`src/rtl/alu_issue_queue.sv`:
```
// alu_issue_queue: FIFO front-end for a combinational ALU.
// Commands {op, a, b} queue in a DEPTH-entry buffer. The head entry drives the ALU,
// and the ALU result is captured into an output register behind a valid/ready handshake.
module alu_issue_queue #(
  parameter int W     = 8,
  parameter int DEPTH = 4
) (
  input  logic                     clk,
  input  logic                     rst,
  input  logic                     flush,
  input  logic                     in_valid,
  output logic                     in_ready,
  input  logic [2:0]               in_op,
  input  logic [W-1:0]             in_a,
  input  logic [W-1:0]             in_b,
  output logic [2:0]               alu_op,
  output logic [W-1:0]             alu_a,
  output logic [W-1:0]             alu_b,
  input  logic [W-1:0]             alu_result,
  output logic                     out_valid,
  input  logic                     out_ready,
  output logic [2:0]               out_op,
  output logic [W-1:0]             out_result,
  output logic [$clog2(DEPTH):0]   count
);

  localparam int AW = $clog2(DEPTH);
  localparam int CW = AW + 1;
  localparam logic [CW-1:0] FULL = CW'(DEPTH);

  // Storage is read asynchronously because the head entry must reach the ALU
  // in the same cycle it becomes the head.
  logic [2:0]   op_mem [DEPTH];
  logic [W-1:0] a_mem  [DEPTH];
  logic [W-1:0] b_mem  [DEPTH];

  logic [AW-1:0] wr_ptr_reg, wr_ptr_next;
  logic [AW-1:0] rd_ptr_reg, rd_ptr_next;
  logic [CW-1:0] count_reg, count_next;
  logic          out_valid_reg, out_valid_next;
  logic [2:0]    out_op_reg, out_op_next;
  logic [W-1:0]  out_result_reg, out_result_next;

  logic nonempty;
  logic push;
  logic issue;

  assign nonempty = (count_reg != '0);
  // A full queue does not accept input even when it issues in the same cycle.
  assign in_ready = (count_reg != FULL);
  // Flush suppresses both the write and the capture for its cycle.
  assign push     = in_valid && in_ready && !flush;
  assign issue    = nonempty && (!out_valid_reg || out_ready) && !flush;

  assign alu_op = nonempty ? op_mem[rd_ptr_reg] : 3'd0;
  assign alu_a  = nonempty ? a_mem[rd_ptr_reg]  : '0;
  assign alu_b  = nonempty ? b_mem[rd_ptr_reg]  : '0;

  assign out_valid  = out_valid_reg;
  assign out_op     = out_op_reg;
  assign out_result = out_result_reg;
  assign count      = count_reg;

  // Write accepted commands into the slot at the write pointer.
  always_ff @(posedge clk) begin
    if (push) begin
      op_mem[wr_ptr_reg] <= in_op;
      a_mem[wr_ptr_reg]  <= in_a;
      b_mem[wr_ptr_reg]  <= in_b;
    end
  end

  // Next-state for the pointers, the occupancy and the output register.
  always_comb begin
    wr_ptr_next     = wr_ptr_reg;
    rd_ptr_next     = rd_ptr_reg;
    count_next      = count_reg;
    out_valid_next  = out_valid_reg;
    out_op_next     = out_op_reg;
    out_result_next = out_result_reg;

    if (flush) begin
      wr_ptr_next = '0;
      rd_ptr_next = '0;
      count_next  = '0;
    end else begin
      if (push)  wr_ptr_next = wr_ptr_reg + AW'(1);
      if (issue) rd_ptr_next = rd_ptr_reg + AW'(1);
      case ({push, issue})
        2'b10:   count_next = count_reg + CW'(1);
        2'b01:   count_next = count_reg - CW'(1);
        default: count_next = count_reg;
      endcase
    end

    // Without an issue the output register can only drain; data bits are held.
    if (issue) begin
      out_valid_next  = 1'b1;
      out_result_next = alu_result;
      out_op_next     = op_mem[rd_ptr_reg];
    end else if (out_ready) begin
      out_valid_next  = 1'b0;
    end
  end

  // State register with synchronous reset taking priority over everything.
  always_ff @(posedge clk) begin
    if (rst) begin
      wr_ptr_reg     <= '0;
      rd_ptr_reg     <= '0;
      count_reg      <= '0;
      out_valid_reg  <= 1'b0;
      out_op_reg     <= 3'd0;
      out_result_reg <= '0;
    end else begin
      wr_ptr_reg     <= wr_ptr_next;
      rd_ptr_reg     <= rd_ptr_next;
      count_reg      <= count_next;
      out_valid_reg  <= out_valid_next;
      out_op_reg     <= out_op_next;
      out_result_reg <= out_result_next;
    end
  end

endmodule

```
`config.mk`:
```
export PLATFORM = sky130hd
export DESIGN_NAME = alu_issue_queue
export DESIGN_NICKNAME = d
export VERILOG_FILES = /design/src/rtl/alu_issue_queue.sv
export SDC_FILE = /design/constraint.sdc
export NUM_CORES = 1
export LEC_CHECK = 0
export BUFFER_PORTS_ARGS = -buffer_cell sky130_fd_sc_hd__buf_2
export CAP_MARGIN = 15
export CORE_ASPECT_RATIO = 0.9
export CORE_MARGIN = 2
export CORE_UTILIZATION = 50
export CTS_CLUSTER_SIZE = 40
export DETAILED_ROUTE_END_ITERATION = 6
export PLACE_DENSITY = 0.72
export SYNTH_ARGS = -nofsm -noshare
export SYNTH_HDL_FRONTEND = slang
export SYNTH_SLANG_ARGS = --single-unit
```
`constraint.sdc`:
```
create_clock -name clk -period 5.5 [get_ports clk]
set_input_delay 1.1 -clock clk [delete_from_list [all_inputs] [get_ports clk]]
set_output_delay 1.1 -clock clk [all_outputs]
set_load 0.005 [all_outputs]
```
# Word level (Yosys, flattened, before mapping)
# Memory sizes are Yosys's and may differ from the RTL's. A register that Yosys moved wholly into a read port is not among the register bits.
# Cells that the tools add are included.
[word_totals] regBits=19 ramBits=76 output_inout_bits=35 mem_count=3
[classes] addsub=4 eq_ne=3 muxes=14 reduce_logical=11
[memory_table] name="a_mem" depth=4 word_bits=8 rd=1 rd_clocked_by_memory_dff=1 wr=1 line_no="34" source="logic [W-1:0] a_mem [DEPTH];"
[memory_table] name="b_mem" depth=4 word_bits=8 rd=1 rd_clocked_by_memory_dff=1 wr=1 line_no="35" source="logic [W-1:0] b_mem [DEPTH];"
[memory_table] name="op_mem" depth=4 word_bits=3 rd=1 rd_clocked_by_memory_dff=1 wr=1 line_no="33" source="logic [2:0] op_mem [DEPTH];"
[op_table] op="two-way mux 8 bit" n=2
[op_table] op="two-way mux 2 bit" n=6
[op_table] op="one-hot mux 3 bit (2 select lines)" n=1
[op_table] op="adder 2 x 1 -> 2 bit, second input constant" n=2
[op_table] op="logical AND 1 bit" n=4
[op_table] op="two-way mux 1 bit" n=4
[op_table] op="nonzero test 2 bit" n=2
[op_table] op="adder 3 x 1 -> 3 bit, second input constant" n=1
[op_table] op="two-way mux 3 bit" n=1
[op_table] op="inequality test 3 bit, second input constant" n=1
[op_table] op="nonzero test 3 bit" n=1
[op_table] op="subtractor 3 x 1 -> 3 bit, second input constant" n=1
[op_table] op="equality test 2 x 1 -> 1 bit, second input constant" n=1
[op_table] op="equality test 2 bit, second input constant" n=1
[op_table] op="zero test 1 bit" n=2
[op_table] op="OR reduction 2 bit" n=1
[op_table] op="logical OR 1 bit" n=1

# Logic depth before layout (Yosys ltp)
[depth] ltp_word=6 mapped_depth=9 depth_no_buf=9

# Least setup slack after synthesis
# No wires, ideal clock.
[synth_timing] kind="input to register" start="in flush" end="reg count_reg[2], in the netlist count[2]" setup_time_ns=0.070 arrival_ns=2.809 t_required_ns=5.430 slack_ns=2.621 cell_stages=9 n_path_buf=2 path_cell_list="clkbuf_1 > clkbuf_1 > nor3_1 > ha_1 > inv_1 > fa_1 > xor2_1 > or3_1 > a21oi_1"
[synth_between] elab_chain_len=4
[synth_rtl] item="start, declared" line_no="10" source="input logic flush,"
[synth_rtl] item="zero test 1 bit (*)" line_no="53" source="assign issue = nonempty && (!out_valid_reg || out_ready) && !flush;"
[synth_rtl] item="logical AND 1 bit (*)" line_no="53"
[synth_rtl] item="via issue" line_no="46" source="logic issue;"
[synth_rtl] item="equality test 2 x 1 -> 1 bit or equality test 2 bit (tied branches)" line_no="89" source="case ({push, issue})"
[synth_rtl] item="one-hot mux 3 bit (2 select lines) or nonzero test 2 bit (tied branches)"
[synth_rtl] item="end signal, assigned" line_no="118" source="count_reg <= count_next;"
[synth_rtl] item="end, declared" line_no="39" source="logic [CW-1:0] count_reg, count_next;"
# Mark *: on every way through the listed nets, which the timed path passes. The rest lies on a longest branch.
# A chain may end at the register's enable or synchronous reset.

# Final worst setup path
[layout_timing] start="reg count_reg[0], in the netlist count[0]" end="out alu_a[1]"
[layout_between] elab_chain_len=2
[layout_rtl] item="nonzero test 3 bit" line_no="48" source="assign nonempty = (count_reg != '0);"
[layout_rtl] item="two-way mux 8 bit" line_no="56" source="assign alu_a = nonempty ? a_mem[rd_ptr_reg] : '0;"
[layout_rtl] item="end, declared" line_no="17" source="output logic [W-1:0] alu_a,"
# No other way between the ends.

==> impl_metrics.py <==
metrics = {
    "sta": {
        "hold_viol_final": 0,
        "setup_tns_ns": 0,
        "period_share_pct": 56.60,
        "relSlewSlack_pct": 30.65,
        "rsz0062_at_grt": "false",
        "setup_viol": 0,
        "worst_slew_pin_slew_ns": 1.038,
        "period_minus_slack_ns": 3.113,
        "slew_violations": 0,
        "finClkSkew_ns": 0.006294,
        "max_freq_ghz": 0.3212,
    },
    "critical_path": {
        "cp-end-kind": "output pin",
        "cp-start-kind": "flop",
        "worstPathArrival_ns": 2.01,
        "crit_fanout": 32,
        "worstSetupPathType": "reg -> out",
        "ff2ff_setup_slack_ns": 3.07,
        "cp.required_ns": 4.40,
    },
    "clocking": {
        "clock_latency_ns": 0.36,
        "cts_resized": 0,
        "cts_tree": "yes",
        "cts_root_buf": "clkbuf_8",
        "postCtsSetupBuffers": 0,
        "ctsLongestPathBuffers": 2,
        "clkTransAtPathRegs_ns": 0.09,
        "cts_made_buffers": 9,
        "ctsHtreeMaxLevel": 3,
        "cts_sinks": 97,
        "cts_hold_buf": 0,
    },
    "detailed_routing": {
        "met2_length_mm": 3.384,
        "wl_per_cell_microns": 16.87,
        "ant_nets": 0,
        "routed_wl_mm": 6.749,
        "top_layer_used": "met4",
        "met1_length_mm": 2.853,
        "drt_iter0_drc": 159,
        "drt_pass1_iterations": 4,
        "drt-vias-per-instance": 5.505,
        "route.detailed.drc": 0,
        "via_count": 2202,
        "wl_met3_microns": 435,
    },
    "finish": {
        "final_core_util_pct": 58.81,
        "final_common_cell": "edfxtp_1",
        "area_growth_pct": 13.79,
        "multi_input_area_sq_um": 1086,
        "largestRegisters": "a_mem x32, b_mem x32, op_mem x12",
        "mostFrequentLayoutCells": "edfxtp_1, buf_2, and2_1",
        "n_antenna_cell": 0,
        "final_nets": 337,
        "drive_above_1_share_pct": 31.25,
        "fillers": 611,
        "seqCellArea_sq_um": 2703,
    },
    "placed_design": {
        "hpwl_mm": 4.208,
        "port_buffers": 66,
        "gp_congestion": 0.7100,
    },
    "run": {
        "maxCapViolCount": 0,
    },
    "power": {
        "clkPwrFrac_pct": 32.1,
        "switching_share_pct": 22.48,
        "vdd_drop_max_mv": 0.1677,
        "p_sw_uw": 290.8,
        "p_leak_uw": 0.001597,
        "power.density_nw_per_um2": 290.1,
        "sequentialPowerShare_pct": 62.3,
        "pwr-share-comb_pct": 5.5,
        "p_int_uw": 1003,
    },
    "grt": {
        "grt_start_max_net_pins": 33,
        "grt.overflow.total": 0,
        "antenna_found_initial": 0,
        "grt_use_total_pct": 16.43,
        "first_global_vias": 2142,
        "grt_pass1_wl_mm": 10.44,
    },
    "logic_synthesis": {
        "syn_nets": 275,
        "syn_inst": 237,
        "synth_top_area_share_pct": 58.24,
        "yosysSeqAreaShare_pct": 68.97,
        "async_reset_ff_share_pct": 0,
        "synthTopCellsByArea": "edfxtp_1, dfxtp_1, mux4_1",
        "yosysWarnings": 0,
        "synth_area_sq_um": 3919,
        "avgSynthCellArea_sq_um": 16.53,
        "synth_edf_count": 76,
        "ys_ff_latch": 97,
        "ys.flop_type": "edfxtp_1",
        "synth_cell_types": 29,
        "synth_top_area_cell": "edfxtp_1",
    },
    "floorplanning": {
        "pin_count": 67,
        "die_h_microns": 87.99,
        "start_util_pct": 51.68,
        "die_w_microns": 97.32,
        "core_sq_um": 7582,
        "rows": 30,
        "dieArea_sq_um": 8563,
    },
    "outcome": {
        "status": "complete, no violations",
    },
    "hold_path": {
        "min_path_type": "reg -> reg",
    },
}
[final timing paths]
| kind | from | end | cells after the start |
|---|---|---|---|
| hold reg to reg | out_result[1]$_SDFFE_PP0P_ | out_result[1]$_SDFFE_PP0P_ | 2 |
| setup reg to reg | count[2]$_SDFFE_PP0P_ | count[2]$_SDFFE_PP0P_ | 9 |
| hold / removal | out_result[1]$_SDFFE_PP0P_ | out_result[1]$_SDFFE_PP0P_ | 2 |
| setup / recovery | count[0]$_SDFFE_PP0P_ | alu_a[1] | 3 |
[cells in the mapped netlist, types with 2 or more instances]
cell / instances
clkbuf_1: 6
o31ai_1: 12
inv_1: 10
o21ai_0: 3
nand3_1: 2
a21oi_1: 18
dfxtp_1: 21
mux4_1: 9
and2_1: 23
ha_1: 5
edfxtp_1: 76
nor2_1: 6
xor2_1: 2
or3_1: 2
buf_2: 7
nor3_1: 2
mux4_2: 10
nand4_1: 12
[routing by layer]
layer  track usage (%)  vias up
met1             20.20     1084
met2             27.53       64
met3             6.145        8
met4             5.429        0
li1                  -     1046
met5                 0        -
[power groups by stage]
stage	Clock, uW	Combinational [uW]	Sequential, uW
5_1_grt	456	79.5	808
4_1_cts	429	73.0	807
6_report	415	71.8	807
3_3_place_gp	0	70.1	823
3_5_place_dp	0	72.7	824
2_1_floorplan	0	40.2	823
[critical path, stage by stage, from the launching register on]
cell and delay, ns:
dfxtp_1 0.46, or3_1 0.81, and2_1 0.26, buf_2 0.12
[kinds of logic (layout without fill, tap and decap cells)]
| kind of cell | after synthesis | in the layout | share of synthesized area [%] |
|---|---|---|---|
| mux | 20 | 20 | 12.07 |
| fa+ha+maj | 6 | 6 | 2.107 |
| simple gates | 53 | 53 | 8.110 |
| compound gates | 33 | 33 | 4.981 |
| buf+inv | 26 | 93 | 3.320 |
| xor+xnor | 2 | 2 | 0.4471 |
| flops | 97 | 97 | 68.97 |
[stage by stage]
stage	setup slack, ns	instance area (sq um)	total power [uW]	hold WS (ns)	cells
global route	2.178	4459	1344	0.4956	400
global placement	2.406	4284	893.2	0.4528	384
finish	2.387	4459	1294	0.4716	400
floorplan	2.621	3919	863.3	0.4585	237
CTS	2.315	4459	1309	0.4725	400
detailed placement	2.253	4284	896.4	0.4590	384
[layout make-up]
cell class	instances	area share, %
Inverter	10	0.8418
Sequential cell	97	60.61
Clock inverter	6	1.066
Multi-Input combinational cell	114	24.35
Timing Repair Buffer	67	7.576
Clock buffer	10	2.862
Tap cell	96	2.694
(Power assumes the default switching activity.)
